### config.mk
export PLATFORM = sky130hd
export DESIGN_NAME = riscv_trap_ctrl
export DESIGN_NICKNAME = d
export VERILOG_FILES = /design/src/rtl/riscv_csr_pkg.sv /design/src/rtl/riscv_irq_prio.sv /design/src/rtl/riscv_trap_ctrl.sv
export SDC_FILE = /design/constraint.sdc
export NUM_CORES = 1
export LEC_CHECK = 0
export ABC_AREA = 1
export ABC_CLOCK_PERIOD_IN_PS = 2800
export CELL_PAD_IN_SITES_DETAIL_PLACEMENT = 1
export CELL_PAD_IN_SITES_GLOBAL_PLACEMENT = 1
export CORE_ASPECT_RATIO = 0.7
export CORE_MARGIN = 3
export CORE_UTILIZATION = 23
export DETAILED_ROUTE_END_ITERATION = 12
export GPL_TIMING_DRIVEN = 0
export HOLD_SLACK_MARGIN = 0.06
export PLACE_DENSITY_LB_ADDON = 0.1
export SLEW_MARGIN = 0
export SYNTH_ARGS = -nofsm -noshare
export SYNTH_HDL_FRONTEND = slang
export SYNTH_SLANG_ARGS = --single-unit
### constraint.sdc
create_clock -name clk_i -period 2.8 [get_ports clk_i]
set_input_delay 0.42 -clock clk_i [delete_from_list [all_inputs] [get_ports clk_i]]
set_output_delay 0.42 -clock clk_i [all_outputs]
set_load 0.01 [all_outputs]
### src/rtl/riscv_csr_pkg.sv
// Shared CSR-side constants and the trap sequencer state encoding.
package riscv_csr_pkg;

    localparam int MXLEN = 32;

    localparam logic [MXLEN-1:0] CAUSE_ILLEGAL = 'd2;
    localparam logic [MXLEN-1:0] CAUSE_EBREAK  = 'd3;
    localparam logic [MXLEN-1:0] CAUSE_ECALL   = 'd11;
    localparam int               CAUSE_IRQ_BASE = 16;

    localparam logic [1:0] MTVEC_MODE_VECTORED = 2'b01;

    typedef enum logic [1:0] {
        S_RUN,
        S_TRAP,
        S_HANDLER,
        S_MRET
    } trap_state_e;

endpackage

### src/rtl/riscv_irq_prio.sv
// Lowest-index-wins priority encoder: valid flag, binary index and one-hot grant.
module riscv_irq_prio #(
    parameter int N     = 16,
    parameter int IDX_W = (N > 1) ? $clog2(N) : 1
) (
    input  logic [N-1:0]     req_i,
    output logic             valid_o,
    output logic [IDX_W-1:0] idx_o,
    output logic [N-1:0]     onehot_o
);

    assign valid_o  = |req_i;
    // Isolates the lowest set bit (two's-complement trick).
    assign onehot_o = req_i & (~req_i + 1'b1);

    // NOTE: every signal written in always_comb gets a default first, so no path leaves it unassigned and no latch is inferred.
    always_comb begin
        idx_o = '0;
        for (int i = N - 1; i >= 0; i--) begin
            if (req_i[i]) begin
                idx_o = IDX_W'(i);
            end
        end
    end

endmodule

### src/rtl/riscv_trap_ctrl.sv
// Trap/interrupt sequencer: picks exception or interrupt cause, pulses trap/redirect, handles mret.
module riscv_trap_ctrl
    import riscv_csr_pkg::*;
#(
    parameter int IRQ_NUM = 16
) (
    input  logic               clk_i,
    input  logic               rstn_i,
    input  logic               ready_i,
    input  logic [IRQ_NUM-1:0] irq_i,
    input  logic               exc_illegal_i,
    input  logic               exc_ecall_i,
    input  logic               exc_ebreak_i,
    input  logic               mret_i,
    input  logic [MXLEN-1:0]   mie_i,
    input  logic [MXLEN-1:0]   mtvec_i,
    input  logic [MXLEN-1:0]   mepc_i,
    output logic               trap_o,
    output logic [MXLEN-1:0]   mcause_o,
    output logic               redirect_o,
    output logic [MXLEN-1:0]   redirect_pc_o,
    output logic [IRQ_NUM-1:0] irq_ack_o,
    output logic               in_handler_o
);

    localparam int IDX_W = (IRQ_NUM > 1) ? $clog2(IRQ_NUM) : 1;

    trap_state_e        state_q, state_d;
    logic [MXLEN-1:0]   cause_q, cause_d;
    logic [IRQ_NUM-1:0] ack_q,   ack_d;

    logic [IRQ_NUM-1:0] irq_elig;
    logic               irq_valid;
    logic [IDX_W-1:0]   irq_idx;
    logic [IRQ_NUM-1:0] irq_onehot;
    logic               exc_any;
    logic [MXLEN-1:0]   cause_sel;
    logic [IRQ_NUM-1:0] ack_sel;
    logic [MXLEN-1:0]   tvec_base;
    logic               unused_mie;

    // Only the platform-IRQ field of mie matters here; the rest is intentionally ignored.
    assign unused_mie = ^mie_i;

    assign irq_elig = irq_i & mie_i[CAUSE_IRQ_BASE +: IRQ_NUM] & {IRQ_NUM{~in_handler_o}};
    assign exc_any  = exc_ebreak_i | exc_illegal_i | exc_ecall_i;

    riscv_irq_prio #(
        .N     (IRQ_NUM),
        .IDX_W (IDX_W)
    ) u_irq_prio (
        .req_i    (irq_elig),
        .valid_o  (irq_valid),
        .idx_o    (irq_idx),
        .onehot_o (irq_onehot)
    );

    always_comb begin
        cause_sel = '0;
        ack_sel   = '0;
        if (exc_ebreak_i) begin
            cause_sel = CAUSE_EBREAK;
        end else if (exc_illegal_i) begin
            cause_sel = CAUSE_ILLEGAL;
        end else if (exc_ecall_i) begin
            cause_sel = CAUSE_ECALL;
        end else if (irq_valid) begin
            cause_sel = {1'b1, {(MXLEN-1){1'b0}}} | MXLEN'(CAUSE_IRQ_BASE + int'(irq_idx));
            ack_sel   = irq_onehot;
        end
    end

    always_comb begin
        state_d = state_q;
        cause_d = cause_q;
        ack_d   = ack_q;
        case (state_q)
            S_RUN: begin
                if (ready_i && (exc_any || irq_valid)) begin
                    state_d = S_TRAP;
                    cause_d = cause_sel;
                    ack_d   = ack_sel;
                end else if (ready_i && mret_i) begin
                    state_d = S_MRET;
                end
            end
            S_TRAP: state_d = S_HANDLER;
            S_HANDLER: begin
                // A nested exception overwrites mepc; a double trap is unrecoverable by design.
                if (ready_i && exc_any) begin
                    state_d = S_TRAP;
                    cause_d = cause_sel;
                    ack_d   = '0;
                end else if (ready_i && mret_i) begin
                    state_d = S_MRET;
                end
            end
            S_MRET: state_d = S_RUN;
            default: state_d = S_RUN;
        endcase
    end

    // NOTE: sequential state uses non-blocking assignments so every flop samples pre-edge values.
    always_ff @(posedge clk_i) begin
        if (!rstn_i) begin
            state_q <= S_RUN;
            cause_q <= '0;
            ack_q   <= '0;
        end else begin
            state_q <= state_d;
            cause_q <= cause_d;
            ack_q   <= ack_d;
        end
    end

    assign tvec_base = {mtvec_i[MXLEN-1:2], 2'b00};

    always_comb begin
        trap_o        = 1'b0;
        redirect_o    = 1'b0;
        mcause_o      = '0;
        redirect_pc_o = '0;
        irq_ack_o     = '0;
        in_handler_o  = 1'b0;
        case (state_q)
            S_TRAP: begin
                trap_o     = 1'b1;
                redirect_o = 1'b1;
                mcause_o   = cause_q;
                irq_ack_o  = ack_q;
                if (mtvec_i[1:0] == MTVEC_MODE_VECTORED && cause_q[MXLEN-1]) begin
                    redirect_pc_o = tvec_base + {cause_q[MXLEN-3:0], 2'b00};
                end else begin
                    redirect_pc_o = tvec_base;
                end
            end
            S_HANDLER: in_handler_o = 1'b1;
            S_MRET: begin
                redirect_o    = 1'b1;
                redirect_pc_o = mepc_i;
            end
            default: ;
        endcase
    end

endmodule

# Yosys cells after proc, flatten, opt, wreduce, memory -nomap -nowiden
# Index checks and enable logic that the tools add are counted.
# classes
n_addsub	3
bitwise	7
n_eq_ne	6
n_mux	41
n_reduce_logical	10
# ops
operator	count
32-bit 2-to-1 mux	8
32-bit case mux with 2 select lines	2
16-bit 2-to-1 mux	7
4-bit 2-to-1 mux	16
16-bit bitwise AND	3
32-bit adder	1
16-bit case mux with 2 select lines	1
16-bit by 1-bit adder with 16-bit output (second input constant)	1
16-bit inverter	1
16-bit OR reduction	1
2-bit case mux with 4 select lines	1
5-bit by 4-bit adder with 6-bit output (first input constant)	1
2-bit 2-to-1 mux	3
2-bit by 1-bit equality test with 1-bit output (second input constant)	2
2-bit equality test (second input constant)	2
1-bit logical AND	4
2-bit != test (second input constant)	2
1-bit 2-to-1 mux	3
3-bit AND reduction	1
2-bit zero test	1
1-bit OR	2
2-bit nonzero test	1
2-bit OR reduction	1
1-bit logical OR	1
1-bit inverter	1
# totals
reg_bits	50
word_cells	70
input_bits	119
output_inout_bits	83

# Depth between registers and ports, before layout
# logic_depth
word_depth	27
mapped_depth	14
depth_no_buf	14

# Hierarchy
# From an unflattened synthesis, not the netlist that was laid out.
# hier_totals
hier_cells	635
area_unflattened_um2	3358.2
# modules_own_cells
mod	seq_area_each_um2	area_per_inst_um2	n_inst	cells_per_inst
riscv_trap_ctrl	460.4	3014.1	1	563
riscv_irq_prio	0.0	344.1	1	72

# Worst setup path after synthesis
# No wires, ideal clock.
# synth_timing
path_kind	input to output
startpoint	in mtvec_i[2]
endpoint	out redirect_pc_o[26]
path_stages	12
slack_ns	0.049
path_buffers	0
required_time_ns	2.380
arrival_time_ns	2.331
path_cell_list	ha_1 > inv_1 > fa_1 > inv_1 > nand3_1 > nand2_1 > nand2_1 > a21oi_1 > nand4_1 > o21ai_0 > nand2_1 > o21ai_0
# synth_via
elab_chain_cells	3
# synth_lines
element	line	text
start, declared	riscv_trap_ctrl.sv:16	input logic [MXLEN-1:0] mtvec_i,
32-bit adder	riscv_trap_ctrl.sv:132	redirect_pc_o = tvec_base + {cause_q[MXLEN-3:0], 2'b00};
32-bit 2-to-1 mux	riscv_trap_ctrl.sv:131	if (mtvec_i[1:0] == MTVEC_MODE_VECTORED && cause_q[MXLEN-1]) begin
32-bit case mux with 2 select lines	riscv_trap_ctrl.sv:125	case (state_q)
end, declared	riscv_trap_ctrl.sv:21	output logic [MXLEN-1:0] redirect_pc_o,
# Every way passes these cells.

# Final worst setup path
# layout_timing
startpoint	reg cause_q[0]
endpoint	out redirect_pc_o[26]
# layout_via
elab_chain_cells	3
# layout_lines
element	line	text
start, declared	riscv_trap_ctrl.sv:29	logic [MXLEN-1:0] cause_q, cause_d;
start signal, assigned	riscv_trap_ctrl.sv:111	cause_q <= cause_d;
32-bit adder	riscv_trap_ctrl.sv:132	
32-bit 2-to-1 mux	riscv_trap_ctrl.sv:131	
32-bit case mux with 2 select lines	riscv_trap_ctrl.sv:125	
# Every way passes these cells.

==> metrics <==
Pwr Density=249 nW/um^2; Detail Route Antenna Nets=0; fillers=1805; Setup-failing EPs final=9; Detailed Place HPWL=13.1 mm; Port Buffers=159; CTS Buf Count=3; drt first-iter violations=252; RSZ-0062 raised after global routing=yes; DP Worst Slack=-1.41 ns; All-Layer GR Usage=19.9%; Rows=35; post-synthesis cell area=3280 sq um; core region area=13500 sq um; Tmin final=2.93 ns; Yosys top cell by area=nand2_1; Area growth syn-to-layout=80.6%; GP Congestion=0.858; DIE AREA=15700 sq um; Leak=2.95 nW; Antenna Cells=0; placed cell areas=5190 sq um; worst hold path class=flop to flop; DRC violations left=0; H-tree Lvls=1; fin util=43.7%; Ys Warns=0; Worst Path Required=2.38 ns; Tcrit/Tclk final=105%; crit-path max FO=5; hold_ws=0.459 ns; total of max-cap violations=0; relative slew slack=60.8%; Seq/Total Area, Yosys=14.1%; Clk Latency, worst-skew pair=0.26 ns; CP arrival=2.51 ns; CTS tree=yes; Via Count=4761; Peak Freq=341 MHz; first-pass GRT wire length=25.3 mm; crit start category=flop; initial antenna violation count=0; Synth area leaders=nand2_1 22%, dfxtp_1 14%, inv_1 11%; final WL=16.7 mm; Peak VDD IR=204 uV; distinct cell type count after synthesis=37; Pre-antenna DRT Iters=4; failing checks=setup timing; #FFs+latches synth=23; CP endpoint kind=output pin; Worst-Margin Slew=0.586 ns; CTS sink cnt=23; IO Count=202; fin area=5910 sq um; status=complete, but fails checks; initial core utilization=24.2%; routed len/inst=16.2 microns; Clock Tree Root=clkbuf_16; vias in the first global route=4711; Nets=973; final worst setup slack=-0.131 ns; final clock skew=0.00228 ns; Die W=149 microns; CTS clock-pin slew for the worst setup and hold paths=0.06 ns; WS Path Type=flop to output pin; Fin. Hold Viols=0; Syn Area/Cell=5.31 sq um; Vias/cell=4.61; Die Span Y=106 microns; cell count after synthesis=617; Setup TNS Final=-0.705 ns; largest net degree at the start of global routing=13; fin. max-slew vios=0; r2r setup slk=0.58 ns; clk buf depth=2; layout cells sized above 1=22.7%; total gr overflow=0; Yosys top cell area share=22.2%
## metrics by stage
step	std cells	total power, mW
floorplan	642	0.715
global placement	986	1.06
detailed placement	986	1.07
CTS	1015	1.44
global route	1032	1.58
finish	1032	1.47
## placed cells by master (no fill, tap or decap), types with 8 or more instances in the layout
cell             netlist  routed
nand2_2                8      18
nand3_1               30      23
nand2_1              194     182
o21ai_0               35      22
inv_2                  1       8
clkbuf_2               0      10
nor2_4                 2       8
inv_1                 93      85
buf_6                  3      11
buf_4                 27      62
dlygate4sd2_1          0      17
conb_1                 1      26
a21oi_1               39      35
dlymetal6s2s_1         0      11
nor2_1                75      65
buf_2                  0      12
clkdlybuf4s50_1        0     109
nand4_1               21      21
dfxtp_1               23      19
## state kept, by name, indices dropped and copies added (netlist names)
name / cells
cause_q: 5
state_q: 2
ack_q: 16
## what timing repair did
| action | CTS | global route |
|---|---|---|
| hold buffers | 0 | 0 |
| pin swaps | 32 | 25 |
| gates resized for setup | 166 | 70 |
| setup endpoints to repair | 53 | 55 |
| setup buffers | 25 | 17 |
| hold endpoints to repair | 0 | 0 |
## critical path, cell delays in order (launching register included)
cell and delay (ns):
dfxtp_2 0.34, ha_4 0.13, inv_2 0.04, fa_2 0.34, inv_2 0.07, nand3_2 0.06
nand2_2 0.08, nand2_2 0.07, a21oi_4 0.25, nand4_1 0.21, buf_4 0.21, buf_6 0.11
nor3_2 0.10, o21ai_1 0.09, buf_2 0.14
## layer usage
layer	global-route usage (%)	up-vias	routed length, microns
li1	-	2364	-
met1	29.8	2240	8030
met2	30.3	151	7350
met3	4.30	6	1230
met4	1.19	0	55
met5	0	-	0
## cell families after synthesis
| family | Yosys count | synth area share (%) |
|---|---|---|
| buffers and inverters | 138 | 19.6 |
| other | 1 | 0.114 |
| and+or+nand+nor | 359 | 48.2 |
| DFF | 23 | 14.1 |
| xor gates and xnor gates | 6 | 1.60 |
| AOI/OAI and AO/OA | 84 | 13.9 |
| adders and majority gates | 6 | 2.52 |
## power breakdown
part	switching [mW]	internal (mW)
sequential	0.0152	0.344
combinational	0.428	0.364
clock	0.128	0.195
total	0.572	0.903
## cell usage after synthesis
cell type and instances:
or2_2 2, a211oi_1 1, buf_4 27, nor2_2 1
a21oi_1 39, a32o_1 2, xor2_1 4, nand3_4 1
nor3b_1 2, o22ai_1 1, xnor2_1 2, nand3_1 30
fa_1 1, ha_1 5, nand2_2 8, inv_2 1
nand3b_1 1, o21ai_0 35, nor2_8 2, a211oi_2 1
dfxtp_1 23, buf_6 3, clkinv_1 2, conb_1 1
nor3_1 16, inv_1 93, nand4_1 21, nor2_4 2
nand2_1 194, nor4_1 1, clkbuf_1 12, a21o_1 1
nand2_4 2, o21bai_1 2, nor2_1 75, o211ai_1 2
nor4b_1 1
## area by class of cell
type                            count  area [sq um]  area share (%)
Buffer                             42           314            5.31
Clock buffer                        4          78.8            1.33
Inverter                           96           368            6.22
Multi-Input combinational cell    481          2600            43.9
Sequential cell                    23           465            7.87
Tap cell                          185           231            3.91
Timing Repair Buffer              201          1860            31.4
## path summary, 6_finish.rpt
| path | from | to | cells past startpoint |
|---|---|---|---|
| max | cause_q[0] | redirect_pc_o[26] | 14 |
| min | ack_q[12] | ack_q[12] | 2 |
| max reg2reg | state_q[0] | cause_q[2] | 12 |
| min reg2reg | ack_q[12] | ack_q[12] | 2 |
Power figures use the tool's default switching activity.
